$ cat src/rtl/md5_pkg.sv
// Shared constants and helpers for the MD5 round-2 (G) step inversion.
// Holds the round-2 K table, the shift table, the FSM state enum and the G function.
package md5_pkg;

    localparam logic [31:0] K_G [16] = '{
        32'hf61e2562, 32'hc040b340, 32'h265e5a51, 32'he9b6c7aa,
        32'hd62f105d, 32'h02441453, 32'hd8a1e681, 32'he7d3fbc8,
        32'h21e1cde6, 32'hc33707d6, 32'hf4d50d87, 32'h455a14ed,
        32'ha9e3e905, 32'hfcefa3f8, 32'h676f02d9, 32'h8d2a4c8a
    };

    localparam logic [4:0] S_G [4] = '{5'd5, 5'd9, 5'd14, 5'd20};

    typedef enum logic [1:0] {
        ST_IDLE = 2'd0,
        ST_RUN  = 2'd1,
        ST_DONE = 2'd2
    } state_e;

    function automatic logic [31:0] md5_g(input logic [31:0] x, input logic [31:0] y,
                                          input logic [31:0] z);
        return (x & z) | (y & ~z);
    endfunction

    // Message word index for round-2 step j: (1 + 5j) mod 16, 4-bit wrap does the mod.
    function automatic logic [3:0] g_index(input logic [3:0] step);
        return 4'd1 + step * 4'd5;
    endfunction

    function automatic logic [31:0] rotl32(input logic [31:0] v, input logic [4:0] s);
        return (v << s) | (v >> (6'd32 - {1'b0, s}));
    endfunction

    function automatic logic [31:0] rotr32(input logic [31:0] v, input logic [4:0] s);
        return (v >> s) | (v << (6'd32 - {1'b0, s}));
    endfunction

endpackage

$ cat src/rtl/md5_g_inv_step.sv
// Combinational inverse of one MD5 round-2 step: given the state after the
// step plus its M word, K and shift, recovers the state before it.
module md5_g_inv_step
    import md5_pkg::*;
(
    input  logic [31:0] i_a,
    input  logic [31:0] i_b,
    input  logic [31:0] i_c,
    input  logic [31:0] i_d,
    input  logic [31:0] i_m,
    input  logic [31:0] i_k,
    input  logic [4:0]  i_s,
    output logic [31:0] o_a,
    output logic [31:0] o_b,
    output logic [31:0] o_c,
    output logic [31:0] o_d
);

    logic [31:0] w_diff;

    assign w_diff = i_b - i_c;
    // The forward step rotated (a,b,c,d) -> (d,new_b,b,c); undo the rotation first.
    assign o_b = i_c;
    assign o_c = i_d;
    assign o_d = i_a;
    assign o_a = rotr32(w_diff, i_s) - md5_g(i_c, i_d, i_a) - i_m - i_k;

endmodule

$ cat src/rtl/md5_g_unround.sv
// Iteratively undoes up to 16 MD5 round-2 steps, one per RUN cycle.
// Optional forward self-check is compiled in with MD5_UNROUND_SELFCHECK_EN.
module md5_g_unround
    import md5_pkg::*;
(
    input  logic         clk,
    input  logic         rst,
    input  logic         in_valid,
    output logic         in_ready,
    input  logic [31:0]  a_in,
    input  logic [31:0]  b_in,
    input  logic [31:0]  c_in,
    input  logic [31:0]  d_in,
    input  logic [511:0] msg,
    input  logic [3:0]   last_step,
    input  logic [4:0]   n_steps,
    output logic         out_valid,
    input  logic         out_ready,
    output logic [31:0]  a_out,
    output logic [31:0]  b_out,
    output logic [31:0]  c_out,
    output logic [31:0]  d_out,
    output logic         err,
    output logic         chk_err
);

    state_e       r_state;
    logic [31:0]  r_a, r_b, r_c, r_d;
    logic [511:0] r_msg;
    logic [3:0]   r_step;
    logic [4:0]   r_cnt;
    logic         r_err;

    logic [31:0]  w_a, w_b, w_c, w_d, w_m, w_k;
    logic [4:0]   w_s, w_n_max, w_cnt_in;
    logic [3:0]   w_g;

    assign w_g = g_index(r_step);
    assign w_m = r_msg[{w_g, 5'd0} +: 32];
    assign w_k = K_G[r_step];
    assign w_s = S_G[r_step[1:0]];

    // Never undo more steps than have been done, so step cannot go below 0.
    assign w_n_max  = {1'b0, last_step} + 5'd1;
    assign w_cnt_in = (n_steps > w_n_max) ? w_n_max : n_steps;

    md5_g_inv_step u_inv (
        .i_a (r_a),
        .i_b (r_b),
        .i_c (r_c),
        .i_d (r_d),
        .i_m (w_m),
        .i_k (w_k),
        .i_s (w_s),
        .o_a (w_a),
        .o_b (w_b),
        .o_c (w_c),
        .o_d (w_d)
    );

    always_ff @(posedge clk or posedge rst) begin
        if (rst) begin
            r_state <= ST_IDLE;
            r_a     <= '0;
            r_b     <= '0;
            r_c     <= '0;
            r_d     <= '0;
            r_msg   <= '0;
            r_step  <= '0;
            r_cnt   <= '0;
            r_err   <= 1'b0;
        end else begin
            case (r_state)
                ST_IDLE: begin
                    if (in_valid) begin
                        r_a     <= a_in;
                        r_b     <= b_in;
                        r_c     <= c_in;
                        r_d     <= d_in;
                        r_msg   <= msg;
                        r_step  <= last_step;
                        r_cnt   <= w_cnt_in;
                        r_err   <= (n_steps > w_n_max);
                        r_state <= (w_cnt_in == 5'd0) ? ST_DONE : ST_RUN;
                    end
                end
                ST_RUN: begin
                    r_a   <= w_a;
                    r_b   <= w_b;
                    r_c   <= w_c;
                    r_d   <= w_d;
                    r_cnt <= r_cnt - 5'd1;
                    if (r_step != 4'd0) begin
                        r_step <= r_step - 4'd1;
                    end
                    if (r_cnt == 5'd1) begin
                        r_state <= ST_DONE;
                    end
                end
                ST_DONE: begin
                    if (out_ready) begin
                        r_state <= ST_IDLE;
                    end
                end
                default: r_state <= ST_IDLE;
            endcase
        end
    end

    assign in_ready  = (r_state == ST_IDLE);
    assign out_valid = (r_state == ST_DONE);
    assign a_out     = r_a;
    assign b_out     = r_b;
    assign c_out     = r_c;
    assign d_out     = r_d;
    assign err       = r_err;

`ifdef MD5_UNROUND_SELFCHECK_EN
    logic [31:0] w_fwd_sum, w_fwd_b;
    logic        r_chk;

    // Redo the step forward from the recovered state; it must land on the current registers.
    assign w_fwd_sum = w_a + md5_g(w_b, w_c, w_d) + w_m + w_k;
    assign w_fwd_b   = w_b + rotl32(w_fwd_sum, w_s);

    always_ff @(posedge clk or posedge rst) begin
        if (rst) begin
            r_chk <= 1'b0;
        end else if (r_state == ST_RUN &&
                     {w_d, w_fwd_b, w_b, w_c} != {r_a, r_b, r_c, r_d}) begin
            r_chk <= 1'b1;
        end
    end

    assign chk_err = r_chk;
`else
    assign chk_err = 1'b0;
`endif

endmodule

$ cat config.mk
export PLATFORM = sky130hd
export DESIGN_NAME = md5_g_unround
export DESIGN_NICKNAME = d
export VERILOG_FILES = /design/src/rtl/md5_pkg.sv /design/src/rtl/md5_g_inv_step.sv /design/src/rtl/md5_g_unround.sv
export SDC_FILE = /design/constraint.sdc
export NUM_CORES = 2
export LEC_CHECK = 0
export CAP_MARGIN = 15
export CORE_MARGIN = 10
export CORE_UTILIZATION = 47
export DETAILED_ROUTE_END_ITERATION = 12
export GPL_TIMING_DRIVEN = 0
export PLACE_DENSITY = 0.88
export SLEW_MARGIN = 30
export SYNTH_ARGS = -nofsm -noshare
export SYNTH_HDL_FRONTEND = slang
export SYNTH_SLANG_ARGS = --single-unit
$ cat constraint.sdc
create_clock -name clk -period 22 [get_ports clk]
set_input_delay 5.5 -clock clk [delete_from_list [all_inputs] [get_ports clk]]
set_output_delay 5.5 -clock clk [all_outputs]
set_load 0.005 [all_outputs]
== After elaboration in Yosys (flattened, before gate mapping) ==
Memories as Yosys holds them, arrays and structs flattened.
Index checks and enable logic that the tools add are counted.
Widths: inputs -> output; s select.
Word-level totals
  register bits: 652
  latch bits: 0
  RAM bits: 0
  memory bits (read-only): 512
  bits of input ports: 653
  word-level logic and storage cells: 72
  memories: 1
Memory list
  (no name shown): depth 16, width 32, rd ports 1, clocked after Yosys merged registers in 0, wr ports 0, line md5_g_unround.sv:40  | assign w_k = K_G[r_step];
Cells by class
  add/subtract/negate cells: 9
  multiply operators: 1
  div/mod/pow operators: 0
  $lt $le $gt $ge: 3
  equality and inequality tests: 7
  shift operators: 3
  multiplexer cells: 24
  bitwise operators: 7
  reductions and logical operators: 8
Operators with widths (count)
  $shiftx 512x10->32: 1
  $pmux 32 s2: 4
  $mux 32: 6
  $sub 32x32->32: 4
  $and 32x32->32: 2
  $or 32x32->32: 2
  $not 32->32: 1
  $shl 32x6->32: 1
  $shr 32x5->32: 1
  $mux 5: 4
  $bmux 5 s2: 1
  $pmux 5 s2: 1
  $mux 2: 4
  $mux 4: 2
  $pmux 4 s2: 1
  $ne 2x2->1 const B: 3
  $pmux 2 s3: 1
  $reduce_and 3->1: 2
  $sub 6x5->6 const A: 1
  $add 4x1->5 const B: 1
  $eq 5x1->1 const B: 1
  $ge 5x5->1 const B: 1
  $gt 5x5->1: 1
  $logic_not 5->1: 1
  14 further kinds: 15

== Logic depth before layout (Yosys ltp) ==
  depth in word-level cells: 11
  gate-level depth with buffers: 35
  gate-level depth less buffers: 35

== By module ==
From an unflattened synthesis, not the netlist that was laid out.
Second synthesis, totals
  cells, all modules: 4602
  area, all modules: 40885.5 sq um
By module, submodules not included
  md5_g_unround: times used 1, cells each 3158, area an instance 30071.3 sq um, sequential area each 16315.6 sq um
  md5_g_inv_step: times used 1, cells each 1444, area an instance 10814.1 sq um, sequential area each 0.0 sq um

== Least setup slack after synthesis ==
Ideal clock, no wire load.
  path type: register -> register
  start point: reg r_step[0]
  end point: reg r_a[30], in the netlist a_out[30]
  setup time: 0.130 ns
  data arrival time: 8.537 ns
  data required time: 21.870 ns
  setup slack: 13.333 ns
  cell stages (with the launch flop): 33
  period minus slack after synthesis: 8.667 ns
  cell sequence: dfrtp_1 > clkbuf_1 > clkbuf_1 > buf_1 > clkbuf_1 > clkbuf_1 > inv_1 > ha_1 > clkbuf_1 > buf_1 > clkbuf_1 > mux4_2 > mux4_2 > ha_1 > inv_1 > fa_1 > inv_1 > fa_1 > inv_1 > fa_1 > a21o_1 > a21oi_1 > o21a_1 > nor3_1 > a221oi_1 > o31ai_1 > o41ai_1 > o21ai_1 > o21ai_0 > nand2b_1 > a21oi_1 > xor2_1 > o21ai_1
On the way
  word-level cells in the longest chain between the ends: 11
  elaborated cells between the ends (all ways): 19
Ends and longest elaborated chain
  start: declaration: line md5_g_unround.sv:30  | logic [3:0] r_step;
  start signal: assignment: line md5_g_unround.sv:81  | r_step <= last_step;
  start signal: assignment: line md5_g_unround.sv:94  | r_step <= r_step - 4'd1;
  $not 2->3 (implied by the code): line md5_g_unround.sv:41  | assign w_s = S_G[r_step[1:0]];
  $bmux 5 s2: line md5_g_unround.sv:41
  $mux 5 (implied by the code) (2 in a row): line md5_g_unround.sv:41
  $sub 6x5->6: line md5_pkg.sv:35  | return (v >> s) | (v << (6'd32 - {1'b0, s}));
  $shl 32x6->32: line md5_pkg.sv:35
  $or 32x32->32: line md5_pkg.sv:35
  $sub 32x32->32 (2 in a row): line md5_g_inv_step.sv:26  | assign o_a = rotr32(w_diff, i_s) - md5_g(i_c, i_d, i_a) - i_m - i_k;
  $sub 32x32->32 *: line md5_g_inv_step.sv:26
  $pmux 32 s2 *: line md5_g_unround.sv:73  | case (r_state)
  end signal: assignment: line md5_g_unround.sv:76  | r_a <= a_in;
  end signal: assignment: line md5_g_unround.sv:88  | r_a <= w_a;
  end: declaration: line md5_g_unround.sv:28  | logic [31:0] r_a, r_b, r_c, r_d;
Mark *: on every way between the ends. The rest lies on a longest branch, timed or not. The select of a mux whose other input is x is not followed.
A chain may end at the register's enable or synchronous reset.

== Worst setup path in the final report ==
Same ends and word-level chain as after synthesis.

==> flow_summary.ini <==
[worst_setup_path]
rr_worst_depth = 31
worst_path_most_repeated_cell = clkbuf_1
startpoint_type = flop
worst_path_max_delay_cell = clkbuf_1
cp.arrival_ns = 14.11
r2r-start = r_step[0]$_DFFE_PP0P_
critPathMaxFanout = 10
critPathMaxStageDelay_ns = 0.85
endpoint_kind = flop
critPathKind = flop to flop
critPathRequiredTime_ns = 22.52
rrSetupSlack_ns = 8.41
worst_r2r_endpoint = a_out[30]$_DFFE_PP0P_

[clock_tree]
cts_tree = yes
cts_root_buf = clkbuf_16
cts_resized = 0
postCtsSetupRepairBufs = 0
clkSinkCount = 652
htreeDepth = 3
clk_latency_ns = 0.67
cts_buffers = 73
path_clk_slew_ns = 0.07
hold_buffers = 0
cts_buffer_depth = 3

[drt]
drt_wl_total_mm = 196
ant_nets = 0
dr.pass1.iters = 6
vias = 40000
route.detailed.drc = 0
routedWlPerCell_um = 31.0
drtIter0Drc = 5308
vias_per_cell = 6.34

[sta]
finClkSkew_ns = 0.0593
hold_viol = 0
rsz0062_at_grt = false
finalCriticalPeriod_ns = 13.59
totalNegativeSetupSlack_ns = 0
tightestPinTransition_ns = 1.12
fin_crit_sh_pct = 61.8
max_freq_mhz = 73.6
drv_slew = 0
finalSetupViolCount = 0
relSlewSlack_pct = 25.2

[yosys]
synth_mux_area_share_pct = 12.8
synth_area_mm2 = 0.0382
ys.warnings.count = 0
synthXorXnorAreaFrac_pct = 1.68
ys.flop_type = dfrtp_1
synth_cells = 4279
yosysSeqAreaShare_pct = 42.8
synth_top_family_by_area = simple AND/OR/NAND/NOR gates
synth_edf_count = 0
syn_avg_cell_area_um2 = 8.92
synthAdderAreaFrac_pct = 6.32
synth_compound_area_share_pct = 11.3
yosys.area_share.simple_pct = 21.1
postSynth.asyncResetShare_pct = 100
syn-num-nets = 5087
netlist-cell-type-count = 82
ys_ff_latch = 652

[worst_hold_path]
holdPathStages = 2
hold_start = r_msg[389]$_DFFE_PP0P_
worstHoldPathType = flop to flop
worstHoldEndpoint = r_msg[389]$_DFFE_PP0P_

[placement]
port_buffers = 783
place_congestion = 1.03
hpwl_mm = 152

[status]
status = finished clean

[floorplan]
die_w_um = 305
dieArea_mm2 = 0.0930
row_count = 104
initial_core_util_pct = 47.4
coreArea_mm2 = 0.0805
die_h_um = 305
ios = 785

[global_route]
grt_pass1_wl_mm = 278
grtUsageTotal_pct = 40.6
grt_pass1_vias = 40900
globalRouteOverflowTotal = 0
antenna_found_initial = 51
grt_start_max_net_pins = 32

[cells_and_area]
syn_to_final_growth_pct = 32.6
nets = 5972
fill_cells = 6366
drive_above_1_share_pct = 7.76

[job]
max_cap_viol_count = 0
-- kinds of logic after synthesis --
| group | count (synthesis) |
|---|---|
| and+or+nand+nor | 2059 |
| other | 1 |
| muxes | 276 |
| DFF | 652 |
| AOI/OAI and AO/OA | 651 |
| buffers and inverters | 412 |
| xor gates and xnor gates | 73 |
| adders and majority gates | 155 |
-- critical path: cells and delay by family, from the launching register on --
kind,cells,cell delay [ns]
buf+inv,13,7.88
compound gates,12,3.39
flops,1,0.50
xor+xnor,1,0.24
simple gates,2,0.24
fa+ha+maj,3,1.15
-- layout by cell type, fill, tap and decap left out, drive strengths merged, types with 22 or more instances in the layout --
cell,Yosys,final
xnor2,43,43
fa,63,63
ha,92,92
a211oi,24,24
xor2,30,30
mux2i,86,86
mux4,166,166
nand2,1803,1803
nand3,33,33
o21ai,173,173
clkdlybuf4s50,0,783
nor3,22,22
clkinv,3,25
mux2,24,24
clkbuf,239,342
nor2,113,113
a21oi,130,130
dfrtp,652,652
a22oi,127,127
inv,128,130
buf,42,67
diode,0,35
a21o,41,41
-- cell usage after synthesis (7+ instances only) --
master / number / area share, %
inv_1: 128 / 1.3
or2_2: 7 / 0.11
nor3_1: 21 / 0.28
o211ai_1: 18 / 0.35
o31ai_1: 11 / 0.22
mux4_2: 166 / 9.8
clkbuf_1: 239 / 2.4
nand2_1: 1803 / 18
o21ai_0: 164 / 2.2
mux2i_1: 86 / 2.3
nand3_1: 33 / 0.43
nand4_1: 14 / 0.23
o221ai_1: 9 / 0.21
a21o_1: 41 / 0.81
a22oi_1: 126 / 2.5
buf_2: 13 / 0.17
o211a_1: 7 / 0.18
o21ai_1: 8 / 0.10
and2_1: 14 / 0.23
o21a_1: 17 / 0.33
a211oi_1: 22 / 0.43
a31oi_1: 18 / 0.30
a21boi_0: 8 / 0.16
fa_1: 63 / 3.3
and3_1: 17 / 0.28
dfrtp_1: 652 / 43
xor2_1: 30 / 0.69
mux2_2: 24 / 0.71
buf_1: 28 / 0.28
o21bai_1: 12 / 0.24
nand2b_1: 13 / 0.21
ha_1: 92 / 3.0
nor2b_1: 7 / 0.11
xnor2_1: 43 / 0.99
nor2_1: 112 / 1.1
a21oi_1: 128 / 1.7
a221o_1: 7 / 0.18
-- cell type report --
class	count	area [µm²]	area share (%)
diodes	35	87.6	0.173
inverters	131	495	0.979
well taps	1060	1330	2.62
clock inverters	31	430	0.851
plain buffers	281	1110	2.19
flip-flops and latches	652	16300	32.3
clock buffers	101	2120	4.20
multi-input cells	3215	20300	40.1
repair buffers	810	8430	16.7
-- metrics by stage --
step / hold WS, ns / setup WS [ns] / util (%) / std cells / instance area [µm²]
detailed placement: 0.457 / 9.11 / 59.5 / 6149 / 47900
finish: 0.471 / 8.41 / 62.8 / 6316 / 50600
global placement: 0.452 / 3.47 / 58.7 / 6122 / 47300
CTS: 0.473 / 9.02 / 62.7 / 6281 / 50500
floorplan: 0.440 / 7.59 / - / 4279 / 38200
global route: 0.493 / 8.43 / 62.8 / 6303 / 50600
-- layer usage --
layer | up-vias | share of wire [%] | track usage (%)
li1 | 16200 | - | -
met1 | 19500 | 32 | 44.6
met2 | 3385 | 45 | 63.3
met3 | 944 | 13 | 14.0
met4 | 38 | 9.9 | 33.1
met5 | - | 0.13 | 0
-- flip-flops by register name, indices dropped and copies added, names as in the netlist --
name / flops
a_out: 32
b_out: 32
c_out: 32
d_out: 32
err: 1
r_cnt: 5
r_msg: 512
r_state: 2
r_step: 4
-- worst max path at each step --
| stage | to | from | cells past startpoint | slack, ns |
|---|---|---|---|---|
| floorplan | a_out[0]$_DFFE_PP0P_ | rst | 1 | 7.59 |
| global placement | r_msg[304]$_DFFE_PP0P_ | rst | 2 | 3.47 |
| detailed placement | a_out[30]$_DFFE_PP0P_ | r_step[0]$_DFFE_PP0P_ | 31 | 9.11 |
| CTS | a_out[30]$_DFFE_PP0P_ | r_step[0]$_DFFE_PP0P_ | 31 | 9.02 |
| global route | a_out[30]$_DFFE_PP0P_ | r_step[0]$_DFFE_PP0P_ | 31 | 8.43 |
| finish | a_out[30]$_DFFE_PP0P_ | r_step[0]$_DFFE_PP0P_ | 31 | 8.41 |
Power is not shown: default switching activity piles up to over one toggle a cycle in this logic, so the estimate is an artifact.
